===== src/rtl/messbauer_pkg.sv =====
// Shared constants, sequencer state and per-sweep configuration for the
// Mossbauer sweep sequencer.
package messbauer_pkg;
  localparam int CHANNEL_W    = 12;
  localparam int MAX_CHANNELS = 4096;
  localparam int PULSE_W_DEF  = 2;

  typedef enum logic {IDLE, SWEEP} seq_state_e;

  typedef struct packed {
    logic [15:0]          dwell;
    logic [CHANNEL_W-1:0] last;
  } sweep_cfg_t;

  function automatic logic [15:0] eff_dwell(input logic [15:0] d);
    return (d == 16'd0) ? 16'd1 : d;
  endfunction

  // 0 and anything above MAX_CHANNELS both mean a full 4096-channel sweep
  function automatic logic [CHANNEL_W-1:0] last_channel(input logic [12:0] n);
    logic [12:0] eff;
    eff = (n == 13'd0 || n > 13'(MAX_CHANNELS)) ? 13'(MAX_CHANNELS) : n;
    return CHANNEL_W'(eff - 13'd1);
  endfunction
endpackage


===== src/rtl/messbauer_pulse_shaper.sv =====
// Detector conditioning: 2-FF sync, rising-edge detect, pending queue and a
// spaced strobe emitter (PULSE_W high then PULSE_W low per event).
module messbauer_pulse_shaper
  import messbauer_pkg::*;
#(
  parameter int PULSE_W = PULSE_W_DEF,
  parameter int PEND_W  = 8
) (
  input  logic clk,
  input  logic rst,
  input  logic det_in,
  input  logic accept,
  input  logic flush,
  output logic count,
  output logic lost
);
  localparam int PH_W = $clog2(2 * PULSE_W);
  localparam logic [PH_W-1:0]   PH_LAST  = PH_W'(2 * PULSE_W - 1);
  localparam logic [PH_W-1:0]   PH_HI    = PH_W'(PULSE_W);
  localparam logic [PEND_W-1:0] PEND_MAX = '1;

  logic [2:0]        det_pipe;
  logic              rise, inc, drop, done, keep, start_em;
  logic              em_act, em_act_n;
  logic [PH_W-1:0]   ph, ph_n;
  logic [PEND_W-1:0] pend, pend_a, pend_n;

  assign rise = det_pipe[1] & ~det_pipe[2];

  // pend counts the strobe being emitted too; it drops when its low gap ends
  always_comb begin
    done   = em_act && (ph == PH_LAST);
    keep   = em_act && !done;
    inc    = rise && accept && (pend != PEND_MAX);
    drop   = rise && accept && (pend == PEND_MAX);
    pend_a = pend + PEND_W'(inc) - PEND_W'(done);
    pend_n = pend_a;
    lost   = drop;
    if (flush) begin
      pend_n = PEND_W'(keep);
      if (pend_a != PEND_W'(keep)) lost = 1'b1;
    end
    start_em = (!em_act || done) && (pend_n != '0);
    em_act_n = em_act;
    ph_n     = ph;
    if (start_em) begin
      em_act_n = 1'b1;
      ph_n     = '0;
    end else if (done) begin
      em_act_n = 1'b0;
    end else if (em_act) begin
      ph_n = ph + 1'b1;
    end
  end

  always_ff @(posedge clk) begin
    if (rst) begin
      det_pipe <= '0;
      pend     <= '0;
      em_act   <= 1'b0;
      ph       <= '0;
      count    <= 1'b0;
    end else begin
      det_pipe <= {det_pipe[1:0], det_in};
      pend     <= pend_n;
      em_act   <= em_act_n;
      ph       <= ph_n;
      count    <= em_act_n && (ph_n < PH_HI);
    end
  end
endmodule


===== src/rtl/messbauer_sweep_sequencer.sv =====
// Sweep timing front end: splits each sweep into dwell-clock channels and
// emits start/chanel strobes plus conditioned detector counts.
module messbauer_sweep_sequencer
  import messbauer_pkg::*;
#(
  parameter int PULSE_W = PULSE_W_DEF,
  parameter int PEND_W  = 8
) (
  input  logic                 clk,
  input  logic                 rst,
  input  logic                 run,
  input  logic                 det_in,
  input  logic [15:0]          dwell,
  input  logic [12:0]          n_channels,
  output logic                 start,
  output logic                 chanel,
  output logic                 count,
  output logic [CHANNEL_W-1:0] channel_idx,
  output logic [15:0]          sweep_cnt,
  output logic                 busy,
  output logic                 count_lost
);
  seq_state_e  state, state_n;
  sweep_cfg_t  cfg, cfg_in;
  logic [15:0] dwell_cnt;
  logic [2:0]  str_left;
  logic        ch_end, last, load, adv, lost;

  function automatic logic [2:0] str_m1(input logic [15:0] d);
    return (d >= 16'(PULSE_W)) ? 3'(PULSE_W - 1) : 3'(d - 16'd1);
  endfunction

  always_ff @(posedge clk) begin
    if (rst) state <= IDLE;
    else     state <= state_n;
  end

  always_comb begin
    cfg_in.dwell = eff_dwell(dwell);
    cfg_in.last  = last_channel(n_channels);
    ch_end       = (state == SWEEP) && (dwell_cnt == 16'd1);
    last         = ch_end && (channel_idx == cfg.last);
    adv          = ch_end && !last;
    load         = 1'b0;
    state_n      = state;
    case (state)
      IDLE: if (run) begin
        load    = 1'b1;
        state_n = SWEEP;
      end
      SWEEP: if (last) begin
        if (run) load = 1'b1;
        else     state_n = IDLE;
      end
    endcase
  end

  // dwell_cnt holds the clocks left in the channel, including the current one
  always_ff @(posedge clk) begin
    if (rst) begin
      cfg         <= '0;
      dwell_cnt   <= '0;
      channel_idx <= '0;
      sweep_cnt   <= '0;
      str_left    <= '0;
      start       <= 1'b0;
      chanel      <= 1'b0;
      count_lost  <= 1'b0;
    end else begin
      if (last) sweep_cnt <= sweep_cnt + 16'd1;
      if (state == IDLE && run) count_lost <= 1'b0;
      else if (lost)            count_lost <= 1'b1;
      if (load) begin
        cfg         <= cfg_in;
        dwell_cnt   <= cfg_in.dwell;
        channel_idx <= '0;
        start       <= 1'b1;
        chanel      <= 1'b0;
        str_left    <= str_m1(cfg_in.dwell);
      end else if (adv) begin
        dwell_cnt   <= cfg.dwell;
        channel_idx <= channel_idx + 1'b1;
        start       <= 1'b0;
        chanel      <= 1'b1;
        str_left    <= str_m1(cfg.dwell);
      end else begin
        if (last) channel_idx <= '0;
        if (state == SWEEP) dwell_cnt <= dwell_cnt - 16'd1;
        if (str_left != 3'd0) begin
          str_left <= str_left - 3'd1;
        end else begin
          start  <= 1'b0;
          chanel <= 1'b0;
        end
      end
    end
  end

  assign busy = (state == SWEEP);

  messbauer_pulse_shaper #(.PULSE_W(PULSE_W), .PEND_W(PEND_W)) u_shaper (
    .clk    (clk),
    .rst    (rst),
    .det_in (det_in),
    .accept (busy),
    .flush  (ch_end),
    .count  (count),
    .lost   (lost)
  );
endmodule

===== config.mk =====
export PLATFORM = sky130hd
export DESIGN_NAME = messbauer_sweep_sequencer
export DESIGN_NICKNAME = d
export VERILOG_FILES = /design/src/rtl/messbauer_pkg.sv /design/src/rtl/messbauer_pulse_shaper.sv /design/src/rtl/messbauer_sweep_sequencer.sv
export SDC_FILE = /design/constraint.sdc
export NUM_CORES = 1
export LEC_CHECK = 0
export ABC_AREA = 1
export ABC_CLOCK_PERIOD_IN_PS = 2800
export CAP_MARGIN = 15
export CORE_UTILIZATION = 52
export DETAILED_ROUTE_END_ITERATION = 7
export PLACE_DENSITY_LB_ADDON = 0.12
export SETUP_SLACK_MARGIN = 0.3
export SLEW_MARGIN = 20
export SYNTH_ARGS = -nofsm -noshare
export SYNTH_HDL_FRONTEND = slang
export SYNTH_SLANG_ARGS = --single-unit

===== constraint.sdc =====
create_clock -name clk -period 2.8 [get_ports clk]
set_clock_uncertainty 0.1 [all_clocks]
set_input_delay 0.42 -clock clk [delete_from_list [all_inputs] [get_ports clk]]
set_output_delay 0.42 -clock clk [all_outputs]
set_load 0.01 [all_outputs]

=== After elaboration in Yosys (flattened, before gate mapping) ===
Cells that the tools add are included.

* Muxes and demuxes: 29
* $add $sub $neg: 10
* Reduce and logical (&&, ||, !) cells: 25
* Equality and inequality tests: 8
* $lt $le $gt $ge: 4
* Bitwise logic cells: 3

{| class="wikitable"
|+ Operators by type and width
! cell !! count
|-
| 2-to-1 mux 16 bit || 4
|-
| 2-to-1 mux 12 bit || 3
|-
| >= comparator 16 x 2 -> 1 bit, second input constant || 2
|-
| adder 16 x 1 -> 16 bit, second input constant || 1
|-
| == test 16 x 1 -> 1 bit, second input constant || 1
|-
| logical NOT 16 bit || 1
|-
| subtractor 16 x 1 -> 16 bit, second input constant || 1
|-
| 2-to-1 mux 3 bit || 5
|-
| > comparator 13 bit, second input constant || 1
|-
| logical NOT 13 bit || 1
|-
| adder 12 x 1 -> 12 bit, second input constant || 1
|-
| == test 12 bit || 1
|-
| subtractor 12 x 1 -> 12 bit, second input constant || 1
|-
| logical AND 1 bit || 11
|-
| 2-to-1 mux 1 bit || 11
|-
| nonzero test 3 bit || 3
|-
| subtractor 3 x 1 -> 3 bit, second input constant || 3
|-
| adder 8 x 1 -> 8 bit || 1
|-
| == test 8 bit, second input constant || 1
|-
| 2-to-1 mux 8 bit || 1
|-
| != test 8 x 1 -> 1 bit || 1
|-
| != test 8 bit, second input constant || 1
|-
| nonzero test 8 bit || 1
|-
| subtractor 8 x 1 -> 8 bit || 1
|-
| other kinds (13) || 21
|}

* Output and inout port bits: 33
* Word-level logic and storage cells: 94
* Register bits after elaboration: 94
* Bits of input ports: 33

=== Longest topological paths before layout ===
Gate-level depths: netlist (run 1).

* Depth in word-level cells: 12
* Depth in mapped cells: 17
* Depth with buffers taken out: 17

=== Cells and area by module ===
Synthesis (run 1) repeated with hierarchy kept, for this count alone.

* Cells, all modules: 937
* Area, all modules: 6,068.3 µm²

{| class="wikitable"
|+ By module, submodules not included
! module !! area an instance (µm²) !! seq. area each (µm²) !! instances !! cells an instance
|-
| messbauer_sweep_sequencer || 5,038.6 || 1,581.5 || 1 || 779
|-
| messbauer_pulse_shaper || 1,029.7 || 300.3 || 1 || 158
|}

=== Worst setup path before layout (run 1) ===
OpenSTA, ideal clock, no wires.

* Kind: flip-flop to flip-flop
* Start: register state, in the netlist busy
* End: register u_shaper.count
* Path slack: 139 ps
* Data required time: 2,572 ps
* Arrival time: 2,434 ps
* Buffers on the path: 1
* Clock period less this slack: 2,661 ps
* Cell stages (with the launch flop): 18
* Cells stage by stage: dfxtp_1 buf_2 inv_1 nor3_1 nand2_1 ha_1 inv_1 ha_1 fa_1 xor2_1 nor2_1 nand2_1 nor2_1 nand2_1 nand2_1 nand3_1 nand2_1 nor2_1

* Word-level cells in the longest chain between the ends: 10
* Elaborated cells on any way between the ends: 12

{| class="wikitable"
|+ RTL lines
! what !! line !! text
|-
| from (decl) || messbauer_sweep_sequencer.sv:23 || <nowiki>seq_state_e state, state_n;</nowiki>
|-
| from (signal assigned) || messbauer_sweep_sequencer.sv:35 || <nowiki>else state <= state_n;</nowiki>
|-
| logical AND 1 bit (2 in series) || messbauer_pulse_shaper.sv:34 || <nowiki>inc = rise && accept && (pend != PEND_MAX);</nowiki>
|-
| adder 8 x 1 -> 8 bit || messbauer_pulse_shaper.sv:36 || <nowiki>pend_a = pend + PEND_W'(inc) - PEND_W'(done);</nowiki>
|-
| subtractor 8 x 1 -> 8 bit || messbauer_pulse_shaper.sv:36 ||
|-
| 2-to-1 mux 8 bit * || messbauer_pulse_shaper.sv:39 || <nowiki>if (flush) begin</nowiki>
|-
| nonzero test 8 bit * || messbauer_pulse_shaper.sv:43 || <nowiki>start_em = (!em_act || done) && (pend_n != '0);</nowiki>
|-
| logical AND 1 bit * || messbauer_pulse_shaper.sv:43 ||
|-
| 2-to-1 mux 2 bit || messbauer_pulse_shaper.sv:46 || <nowiki>if (start_em) begin</nowiki>
|-
| less-than comparator 2 bit || messbauer_pulse_shaper.sv:68 || <nowiki>count <= em_act_n && (ph_n < PH_HI);</nowiki>
|-
| logical AND 1 bit * || messbauer_pulse_shaper.sv:68 ||
|-
| to (signal assigned) || messbauer_pulse_shaper.sv:68 ||
|-
| to (decl) || messbauer_pulse_shaper.sv:14 || <nowiki>output logic count,</nowiki>
|}

Every way passes the cells marked *; elsewhere a longest branch is shown, timed or not.
A chain may end at the register's enable or synchronous reset.

=== Final worst setup path (run 1) ===
* Start: register u_shaper.pend[2]
* End: register u_shaper.count

* Word-level cells in the longest chain between the ends: 10
* Elaborated cells on any way between the ends: 11

{| class="wikitable"
|+ RTL lines
! what !! line !! text
|-
| from (decl) || messbauer_pulse_shaper.sv:26 || <nowiki>logic [PEND_W-1:0] pend, pend_a, pend_n;</nowiki>
|-
| from (signal assigned) || messbauer_pulse_shaper.sv:65 || <nowiki>pend <= pend_n;</nowiki>
|-
| != test 8 bit || messbauer_pulse_shaper.sv:34 ||
|-
| logical AND 1 bit || messbauer_pulse_shaper.sv:34 ||
|-
| adder 8 x 1 -> 8 bit * || messbauer_pulse_shaper.sv:36 ||
|-
| subtractor 8 x 1 -> 8 bit * || messbauer_pulse_shaper.sv:36 ||
|-
| 2-to-1 mux 8 bit * || messbauer_pulse_shaper.sv:39 ||
|-
| nonzero test 8 bit * || messbauer_pulse_shaper.sv:43 ||
|-
| logical AND 1 bit * || messbauer_pulse_shaper.sv:43 ||
|-
| 2-to-1 mux 2 bit || messbauer_pulse_shaper.sv:46 ||
|-
| less-than comparator 2 bit || messbauer_pulse_shaper.sv:68 ||
|-
| logical AND 1 bit * || messbauer_pulse_shaper.sv:68 ||
|}

Marked as above.

==> results of run 1 <==
power by group through the flow:
| stage | clock network (W) | logic (W) | registers (W) |
|---|---|---|---|
| CTS | 0.00128 | 0.00132 | 0.00154 |
| detailed placement | 0 | 0.00130 | 0.00157 |
| floorplan | 0 | 0.00101 | 0.00155 |
| finish | 0.00126 | 0.00136 | 0.00155 |
| global route | 0.00133 | 0.00156 | 0.00157 |
| global placement | 0 | 0.00129 | 0.00157 |
layer usage:
layer / routed length, um / part of all wire, % / vias up / GRT usage (%)
li1: - / - / 3218 / -
met1: 7710 / 49 / 2782 / 37.5
met2: 7110 / 45 / 172 / 44.6
met3: 641 / 4.1 / 19 / 3.41
met4: 280 / 1.8 / 0 / 9.49
met5: 0 / 0 / - / 0
worst max-delay path, stage by stage (launching register included):
cell	delay (ns)
dfxtp_2	0.34
ha_4	0.15
nand3_2	0.05
nand3b_1	0.12
nand2_1	0.06
ha_1	0.29
inv_2	0.05
ha_4	0.16
fa_2	0.37
xor2_1	0.18
nor2_1	0.10
nand2_1	0.07
nor2_1	0.10
nand2_1	0.06
nand2_1	0.08
nand3_2	0.10
nand2_1	0.07
nor2_1	0.03
cells by family (layout without fill, tap and decap cells):
family                   Yosys count  count (layout)  share of synthesized area, %
AO/OA/AOI/OAI                    108             108                          9.54
AND/OR/NAND/NOR                  522             522                          37.8
adder cells (fa/ha/maj)           24              24                          5.05
buffers and inverters            174             253                          11.6
flip-flops                        94              94                          30.8
XOR/XNOR                          36              36                          5.17
synth_stat cells (all sizes together), types with 2 or more instances:
master / count / area (um2)
nand2: 247 / 950
inv: 141 / 529
nor2: 121 / 498
dfxtp: 94 / 1880
nand3: 93 / 483
a21oi: 48 / 244
o21ai: 36 / 180
ha: 23 / 288
nand4: 23 / 144
xor2: 22 / 193
buf: 19 / 129
nor3: 16 / 80.1
o22ai: 16 / 100
xnor2: 14 / 123
clkbuf: 10 / 37.5
nor4: 6 / 37.5
nand3b: 5 / 37.5
clkinv: 4 / 15.0
or2: 4 / 25.0
a31oi: 3 / 18.8
and3: 3 / 18.8
nor3b: 2 / 15.0
o211ai: 2 / 15.0
per-stage QoR:
stage               instances  setup WS, ns  instance area (um2)  hold slack [ns]
floorplan                 958         0.324                 6120            0.288
global placement         1158         0.182                 6930            0.293
finish                   1180         0.192                 7350            0.306
global route             1180        0.0589                 7350            0.327
detailed placement       1158         0.144                 6930            0.297
CTS                      1178         0.161                 7280            0.307
repair_timing:
action	CTS	global route
pin swaps	8	10
buffers inserted	4	2
setup endpoints to repair	5	36
gates resized for setup	7	13
cloned	0	0
state kept, by name (all words and copies together), names as in the netlist:
signal	count
busy	1
cfg	28
chanel	1
channel_idx	12
count_lost	1
dwell_cnt	16
start	1
str_left	3
sweep_cnt	16
u_shaper.count	1
u_shaper.det_pipe	3
u_shaper.em_act	1
u_shaper.pend	8
u_shaper.ph	2
worst max-delay path by stage:
| stage | from | endpoint | slack, ns | cells past startpoint |
|---|---|---|---|---|
| final | u_shaper.pend[2]$_SDFF_PP0_ | u_shaper.count$_SDFF_PP0_ | 0.19 | 17 |
| after global routing | u_shaper.pend[3]$_SDFF_PP0_ | u_shaper.count$_SDFF_PP0_ | 0.06 | 17 |
| after CTS | u_shaper.pend[2]$_SDFF_PP0_ | u_shaper.count$_SDFF_PP0_ | 0.16 | 17 |
| after detailed placement | u_shaper.pend[2]$_SDFF_PP0_ | u_shaper.count$_SDFF_PP0_ | 0.14 | 17 |
| after global placement | dwell[14] | str_left[2]$_SDFFE_PP0P_ | 0.18 | 14 |
| after floorplan | u_shaper.pend[2]$_SDFF_PP0_ | u_shaper.count$_SDFF_PP0_ | 0.32 | 17 |
cell type report:
cell class | instances | area, um2
repair buffers | 92 | 848
inverters | 145 | 544
flip-flops and latches | 94 | 1890
clock inverters | 7 | 73.8
clock buffers | 9 | 225
well taps | 143 | 179
multi-input cells | 690 | 3590
fillers | 1108 | 4070
==> metrics.md, run 1 <==
| Metric | Value |
|---|---|
| Status | `finished clean` |
| Die width | `between 100 and 150 um` |
| CORE AREA | `around 0.011 mm2` |
| Nets | `roughly 1,100` |
| Reg2reg end | `u_shaper.count$_SDFF_PP0_` |
| Final min period | `approximately 2.6 ns` |
| Die extent in y | `between 100 and 150 um` |
| Total Wirelength | `15.7 mm` |
| Crit path arrival time | `about 2.7 ns` |
| Cell area power density | `approximately 570 mW/mm2` |
| Area Growth Syn to Fin | `20.4%` |
| CTS tree | `yes` |
| Top-Level Pins | `66` |
| Pin count of the biggest net entering global routing | `46` |
| Root Buffer | `clkbuf_16` |
| Hold endpoint | `u_shaper.det_pipe[1]$_SDFF_PP0_` |
| Hold Crit Start | `u_shaper.det_pipe[0]$_SDFF_PP0_` |
| Clock tree buffer depth | `2` |
| Flops & latches, synth | `94` |
| Syn nets | `between 1,000 and 1,500` |
| Worst path required time | `roughly 3 ns` |
| Total global routing overflow | `0` |
| First-pass GRT wire length | `25.9 mm` |
| Layout cells sized above 1 | `8.39%` |
| WHS Path Cells | `2` |
| Clock power frac | `just over 30%` |
| Yosys cell types | `between 40 and 50` |
| Rows | `39` |
| Die area | `0.0122 mm2` |
| Fraction of registers with async set/reset | `0%` |
| 1st-pass router iterations | `5` |
| Diode count | `0` |
| Internal | `0.00270 W` |
| Worst-Skew Late Latency | `0.35 ns` |
| P_sw | `roughly 0.0015 W` |
| RSZ-0062 raised after global routing | `true` |
| R2R Setup Slk | `between 0.15 and 0.2 ns` |
| CP max FO | `4` |
| Min-delay worst type | `flop to flop` |
| Most frequent cells in the layout | `nand2_1 (242), inv_1 (135), nor2_1 (113), nand3_1 (89), dfxtp_1 (86)` |
| Synth Cell Area | `a little over 0.006 mm2` |
| Remaining antenna violation count | `0` |
| Crit Path Category | `flop to flop` |
| Hold_buf cts | `0` |
| Clk slew on worst S/H paths | `about 0.07 ns` |
| Tot Pwr | `0.00417 W` |
| Actual slew at the worst max-slew pin | `around 0.60 ns` |
| GPL Wtd Cong | `0.929` |
| YS warnings | `0` |
| Fin util | `64.4%` |
| Syn avg cell area | `around 6.4 um2` |
| DR WL/cell | `between 10 and 15 um` |
| Antenna violations before repair | `0` |
| Sequential fraction of the synthesis area | `between 30% and 40%` |
| Critical path capture point type | `flop` |
| Vias per cell | `between 5 and 6` |
| DRT iter0 DRCs | `about 420` |
| GRT Overall Usage | `a little over a quarter` |
| Worst r2r src | `u_shaper.pend[2]$_SDFF_PP0_` |
| Max IR drop VDD | `around 0.38 mV` |
| Pins Over Slew Limit | `0` |
| DP Wirelength | `roughly 11 mm` |
| Starting density of the core | `a little over half` |
| Comb pwr share | `approximately a third` |
| # DRC | `0` |
| Final hold vios | `0` |
| Sum Neg Setup Slack | `0 ns` |
| Flop pwr share | `37.2%` |
| H-tree depth | `3` |
| Vias post-DR | `6,191` |
| Fmax | `about 380 MHz` |
| Tcrit/Tclk final | `roughly 93%` |
| EDFF count, synth | `0` |
| Startpoint Class | `flop` |
| Mapped Cells | `about 960` |
| P_leak | `3.35 nW` |
| Switch share | `a little over a third` |
| Cell depth of the worst flop-to-flop path | `17` |
| Slew HR | `about three fifths` |
| Commonest non-fill, non-tap cell in the layout | `nand2_1` |
| Cts bufs inserted | `9` |
| Final setup vio count | `0` |
| Most common flop cell mapped by yosys | `dfxtp_1` |
| PortBufs | `65` |
| Vias in the first global route | `between 5,000 and 6,000` |
| Maxcap violations | `0` |
| # clock sinks | `94` |
Power figures use the tool's default switching activity.
==> run 2: changes to the inputs <==
- SLEW_MARGIN: 20 -> not set
==> results of run 2 <==
No change in the layout: final DEF, timing and power equal those of run 1.
==> run 3: changes to the inputs <==
- ABC_CLOCK_PERIOD_IN_PS: 2800 -> 2700
- CORE_UTILIZATION: 52 -> 58
- GPL_TIMING_DRIVEN: not set -> 0
- clock period: 2.8 -> 2.7 ns (I/O delays scaled with it)
==> run 3 against run 2 <==
Clock power is 30% lower. Non-clock buffer count is 12 higher. Maximum frequency is 3.1% lower. Sequential cell count stayed put. Via count is 3.5% higher. Design area is 0.24% higher. Register-to-register slack worse by 0.18 ns. Routed wire length is 5.4% higher. Utilization is 7.3 points higher. Die area is 10% lower. Critical endpoint is now count_lost$_SDFFE_PP0P_. Largest cell class unchanged. Setup slack worse by 0.18 ns. Count of clock-buffer cells in the layout is 1 higher.
==> metrics.md, run 3 (synthesis gave the netlist of run 1 again) <==
| Metric | Value |
|---|---|
| Post-Layout Cell Count | `roughly 1,200` |
| Antenna violations before repair | `0` |
| GPL Wtd Cong | `between 0.9 and 1` |
| CP max FO | `3` |
| RSZ-0062 raised after global routing | `true` |
| Register area | `~0.0019 mm2` |
| Total Wirelength | `between 15 and 20 mm` |
| P_leak | `3.37 nW` |
| Flop pwr share | `around two fifths` |
| Internal | `~0.0025 W` |
| Biggest register | `cfg` |
| Die width | `approximately 100 um` |
| 1st-pass router iterations | `5` |
| Final hold vios | `0` |
| Rows | `37` |
| Top Registers | `cfg x28, dwell_cnt x16, sweep_cnt x16` |
| GRT Overall Usage | `30.8%` |
| CORE AREA | `0.0103 mm2` |
| Worst path required time | `approximately 2.9 ns` |
| H-tree depth | `3` |
| Layout cells sized above 1 | `roughly a tenth` |
| DR WL/cell | `between 10 and 15 um` |
| # placed instances | `approximately 1,200` |
| Commonest non-fill, non-tap cell in the layout | `nand2_1` |
| Diode count | `0` |
| Status | `finished clean` |
| Fmax | `372 MHz` |
| Vias per cell | `~5.4` |
| Final setup vio count | `0` |
| Starting density of the core | `between 50% and 60%` |
| Cell area power density | `about 550 mW/mm2` |
| Vias post-DR | `between 6,000 and 7,000` |
| # DRC | `0` |
| Remaining antenna violation count | `0` |
| Comb pwr share | `between 30% and 40%` |
| Multi-input gate area | `0.00367 mm2` |
| Final min period | `~2.7 ns` |
| Total global routing overflow | `0` |
| Worst-Skew Late Latency | `between 0.3 and 0.4 ns` |
| Hold_buf cts | `0` |
| Final worst slack | `about 0.0085 ns` |
| Tcrit/Tclk final | `around 100%` |
| Startpoint Class | `flop` |
| Clock power frac | `between 20% and 30%` |
| Slew HR | `between 40% and 50%` |
| Pre-CTS setup slack | `-0.225 ns` |
| First-pass GRT wire length | `about 27 mm` |
| Root Buffer | `clkbuf_8` |
| Crit Path Category | `flop to flop` |
| Pins Over Slew Limit | `0` |
| Most frequent cells in the layout | `nand2_1 (236), inv_1 (134), nor2_1 (112), dfxtp_1 (90), nand3_1 (89)` |
| Actual slew at the worst max-slew pin | `0.778 ns` |
| Max reg flops | `28` |
| Cts bufs inserted | `9` |
| Top-Level Pins | `66` |
| Die area | `approximately 0.011 mm2` |
| Clock tree buffer depth | `2` |
| DP Wirelength | `between 10 and 15 mm` |
| Fill cells | `939` |
| Nets | `about 1,100` |
| Vias in the first global route | `5,670` |
| Die extent in y | `between 100 and 150 um` |
| Min-delay worst type | `flop to flop` |
| Crit path arrival time | `about 2.9 ns` |
| CTS tree | `yes` |
| Pin count of the biggest net entering global routing | `16` |
| Area Growth Syn to Fin | `20.7%` |
| DRT iter0 DRCs | `roughly 380` |
| PortBufs | `64` |
| P_sw | `0.00157 W` |
| Clk slew on worst S/H paths | `roughly 0.09 ns` |
| Critical path capture point type | `flop` |
| Max IR drop VDD | `between 0.3 and 0.4 mV` |
| Switch share | `between 30% and 40%` |
| Maxcap violations | `0` |
| # clock sinks | `94` |
[run 3: power groups by stage]
stage	clock [W]	combinational, W	sequential [W]
floorplan	0	0.00105	0.00161
global placement	0	0.00134	0.00163
detailed placement	0	0.00137	0.00163
CTS	0.000892	0.00143	0.00160
global route	0.000955	0.00177	0.00162
finish	0.000888	0.00157	0.00161
[run 3: stage by stage]
step                      power, W  cell area (um2)  setup TNS [ns]  hold slack, ns  utilization, %
after detailed placement   0.00300             6950          -0.960           0.309            67.6
final                      0.00406             7370               0           0.320            71.7
after floorplan            0.00267             6130               0           0.288               -
after CTS                  0.00392             7200        -0.00802           0.325            70.1
after global routing       0.00435             7370          -0.628           0.362            71.7
after global placement     0.00297             6950          -0.690           0.306            67.6
[run 3: repair_timing]
item | in CTS | in global routing
hold endpoints to repair | 0 | 0
buffers inserted | 6 | 5
endpoints found under the setup margin | 11 | 27
pin swaps | 7 | 13
cloned | 0 | 0
gates resized for setup | 7 | 35
[run 3: final timing paths]
| path | from | endpoint | slack [ns] | cells past startpoint |
|---|---|---|---|---|
| setup / recovery | u_shaper.pend[2]$_SDFF_PP0_ | count_lost$_SDFFE_PP0P_ | 0.009 | 16 |
| hold / removal | u_shaper.det_pipe[0]$_SDFF_PP0_ | u_shaper.det_pipe[1]$_SDFF_PP0_ | 0.32 | 2 |
| setup reg to reg | u_shaper.pend[2]$_SDFF_PP0_ | count_lost$_SDFFE_PP0P_ | 0.009 | 16 |
| hold reg to reg | u_shaper.det_pipe[0]$_SDFF_PP0_ | u_shaper.det_pipe[1]$_SDFF_PP0_ | 0.32 | 2 |
[run 3: layout make-up]
| class | instances | area share (%) |
|---|---|---|
| inverters | 145 | 7.42 |
| flip-flops and latches | 94 | 25.6 |
| repair buffers | 75 | 10.1 |
| plain buffers | 29 | 2.43 |
| multi-input cells | 690 | 49.8 |
| clock buffers | 10 | 1.87 |
| clock inverters | 6 | 0.510 |
| well taps | 136 | 2.31 |
[run 3: metal layers]
metal	wire (um)	GRT usage [%]	vias to the layer above
li1	-	-	3249
met1	7450	40.3	2877
met2	7500	49.1	234
met3	1170	6.24	45
met4	490	13.1	0
met5	0	0	-
[run 3: worst max-delay path: stages (launching register included)]
cell and delay, ns:
dfxtp_2 0.35, ha_4 0.15, nand3_2 0.05, nand3b_1 0.14, nand2_2 0.08, ha_4 0.27, inv_2 0.03, ha_4 0.15
fa_2 0.38, xor2_1 0.18, nor2_1 0.10, nand2_1 0.09, buf_4 0.15, nor3_2 0.10, nand3b_1 0.11, nand2_1 0.08
a21oi_2 0.06
==> RTL edit: new RTL, flow settings as in run 1 <==
Add an input register stage for `run`, `det_in`, `dwell` and `n_channels`; this delays them by one clock.
--- a/src/rtl/messbauer_sweep_sequencer.sv
+++ b/src/rtl/messbauer_sweep_sequencer.sv
@@ -22,2 +22,15 @@
 );
+
+  logic run_q;
+  logic det_q;
+  logic [15:0] dwell_q;
+  logic [12:0] n_channels_q;
+
+  always_ff @(posedge clk) begin
+    run_q        <= run;
+    det_q        <= det_in;
+    dwell_q      <= dwell;
+    n_channels_q <= n_channels;
+  end
+
   seq_state_e  state, state_n;
@@ -38,4 +51,4 @@
   always_comb begin
-    cfg_in.dwell = eff_dwell(dwell);
-    cfg_in.last  = last_channel(n_channels);
+    cfg_in.dwell = eff_dwell(dwell_q);
+    cfg_in.last  = last_channel(n_channels_q);
     ch_end       = (state == SWEEP) && (dwell_cnt == 16'd1);
@@ -46,3 +59,3 @@
     case (state)
-      IDLE: if (run) begin
+      IDLE: if (run_q) begin
         load    = 1'b1;
@@ -51,3 +64,3 @@
       SWEEP: if (last) begin
-        if (run) load = 1'b1;
+        if (run_q) load = 1'b1;
         else     state_n = IDLE;
@@ -70,3 +83,3 @@
       if (last) sweep_cnt <= sweep_cnt + 16'd1;
-      if (state == IDLE && run) count_lost <= 1'b0;
+      if (state == IDLE && run_q) count_lost <= 1'b0;
       else if (lost)            count_lost <= 1'b1;
@@ -103,3 +116,3 @@
     .rst    (rst),
-    .det_in (det_in),
+    .det_in (det_q),
     .accept (busy),
Formal check against the unedited RTL: not equivalent (a bounded check fails within 4 cycles, from zero or initial values and one cycle with rst high).
==> RTL edit against run 1 <==
Design area up 14%. Area after synthesis grew 11%. Worst setup slack got worse by 0.063 ns. Final cell count rose by 6.4%. Combinational power increased by 7%. Total power rose by 35%. Core utilization rose by 1.8 points. Wire length rose by 1.1%. Sequential cell count increased by 31. Critical endpoint unchanged. Largest power group is now clock.
==> RTL edit: results (changes against run 1) <==
stage,metric,value,unit,change
power,sw frac,31.9,%,-3.2 points
cells_and_area,Antenna Cells,0,,unchanged
logic_synthesis,top post-synthesis cells by area,"dfxtp_1 37%, nand2_1 13%, inv_1 7.3%",,
drt,Avg Vias per Cell,5.06,,-3.5%
drt,DRT Wirelength,15900,um,+1.1%
logic_synthesis,post-synthesis sequential area ratio,37.1,%,+6.2 points
sta,worst slew pin tran,0.642,ns,+0.0404 ns
cts,H-tree depth,4,,+1
drt,met1 WL,7530,um,-2.4%
place,Placed Area,0.00764,sq mm,+10%
grt,initial antenna violation count,0,,unchanged
logic_synthesis,Cell variety after synth,44,,+2.3%
grt,first-pass GRT wire length,26700,um,+3.1%
drt,metal2 WL,7370,um,+3.7%
cells_and_area,max reg flops,28,,unchanged
drt,Pre-antenna DRT Iters,7,,+2
grt,vias in the first global route,5585,,+2.8%
setup_path,worst-path fanout max,3,,-1
drt,highest routed layer,met4,,
setup_path,Worst Setup SP,u_shaper.pend[7]$_SDFF_PP0_,,
cells_and_area,fin cells,1255,,+6.4%
cells_and_area,Top reg by flops,cfg,,
cells_and_area,net count reported at finish,1127,,+3.5%
cts,worst-skew pair later-pin latency,0.42,ns,+0.07 ns
drt,wire length on met3,848,um,+32%
power,worst vdd ir,0.000562,V,+49%
setup_path,WP data arrival,2.86,ns,+0.12 ns
logic_synthesis,Synth top cells by count,"240 x nand2_1, 131 x inv_1, 125 x dfxtp_1, 125 x nor2_1, 97 x nand3_1",,
cells_and_area,share of cells above drive strength 1,10.2,%,+1.9 points
power,Leak,3.77,nW,+12%
status,outcome,"complete, no violations",,
logic_synthesis,YS warnings,0,,unchanged
drt,1st-iter DRT viols,496,,+19%
cts,cts bufs inserted,17,,+8
grt,Tot GR Track Use,25.4,%,-2.1 points
place,post-DP HPWL,11600,um,+1.1%
setup_path,R2R Path Start,u_shaper.pend[7]$_SDFF_PP0_,,
min_path,min-delay src,det_q$_DFF_P_,,
logic_synthesis,Post-synth ARST share,0,%,unchanged
logic_synthesis,syn_area_per_cell,6.79,sq um,+6.7%
place,dpl cells,1216,,+5.0%
place,GP Congestion,0.925,,-0.38%
place,DP Worst Slack,0.0705,ns,-0.0740 ns
-- RTL edit: final cells by class --
cell class	instances	area, sq um
Tap cell	172	215
Clock buffer	18	439
Clock inverter	14	146
Fill cell	1180	4270
Inverter	140	526
Multi-Input combinational cell	695	3670
Timing Repair Buffer	91	846
Sequential cell	125	2510
-- RTL edit: path summary, 6_finish.rpt --
| check | depth (start not counted) | slack, ns | endpoint |
|---|---|---|---|
| max reg2reg | 17 | 0.13 | u_shaper.count$_SDFF_PP0_ |
| min reg2reg | 2 | 0.31 | u_shaper.det_pipe[0]$_SDFF_PP0_ |
| max | 17 | 0.13 | u_shaper.count$_SDFF_PP0_ |
| min | 2 | 0.31 | u_shaper.det_pipe[0]$_SDFF_PP0_ |
-- RTL edit: per-stage QoR --
step / power, mW / utilization (%)
after floorplan: 3.09 / -
after global placement: 3.40 / 60.6
after detailed placement: 3.41 / 60.6
after CTS: 5.60 / 65.6
after global routing: 5.98 / 66.2
final: 5.63 / 66.2
-- RTL edit: metal layers --
layer  track usage [%]  up-vias
li1                  -     3310
met1              34.7     2824
met2              40.6      198
met3              5.86       19
met4              6.15        0
met5                 0        -
-- RTL edit: repair_timing --
item	CTS	global route
resized for setup	2	14
pin swaps	10	5
buffers inserted	6	1
endpoints found under the setup margin	5	34
-- RTL edit: power by group through the flow --
| stage | clock network, mW | registers [mW] | logic, mW |
|---|---|---|---|
| after floorplan | 0 | 2.04 | 1.04 |
| after global placement | 0 | 2.06 | 1.34 |
| after detailed placement | 0 | 2.06 | 1.35 |
| after CTS | 2.18 | 2.02 | 1.40 |
| after global routing | 2.27 | 2.05 | 1.65 |
| final | 2.14 | 2.04 | 1.45 |
-- RTL edit: logic make-up after synthesis --
logic type / after synthesis / synth area share, %
AO/OA/AOI/OAI: 105 / 8.88
flip-flops: 125 / 37.1
XOR/XNOR: 45 / 5.84
AND/OR/NAND/NOR: 521 / 33.5
buffers and inverters: 174 / 10.2
adder cells (fa/ha/maj): 24 / 4.56
-- RTL edit: tightest hold or removal path, stage by stage (launching register included) --
cell	delay, ns
dfxtp_1	0.30
inv_1	0.05
nor2_1	0.03
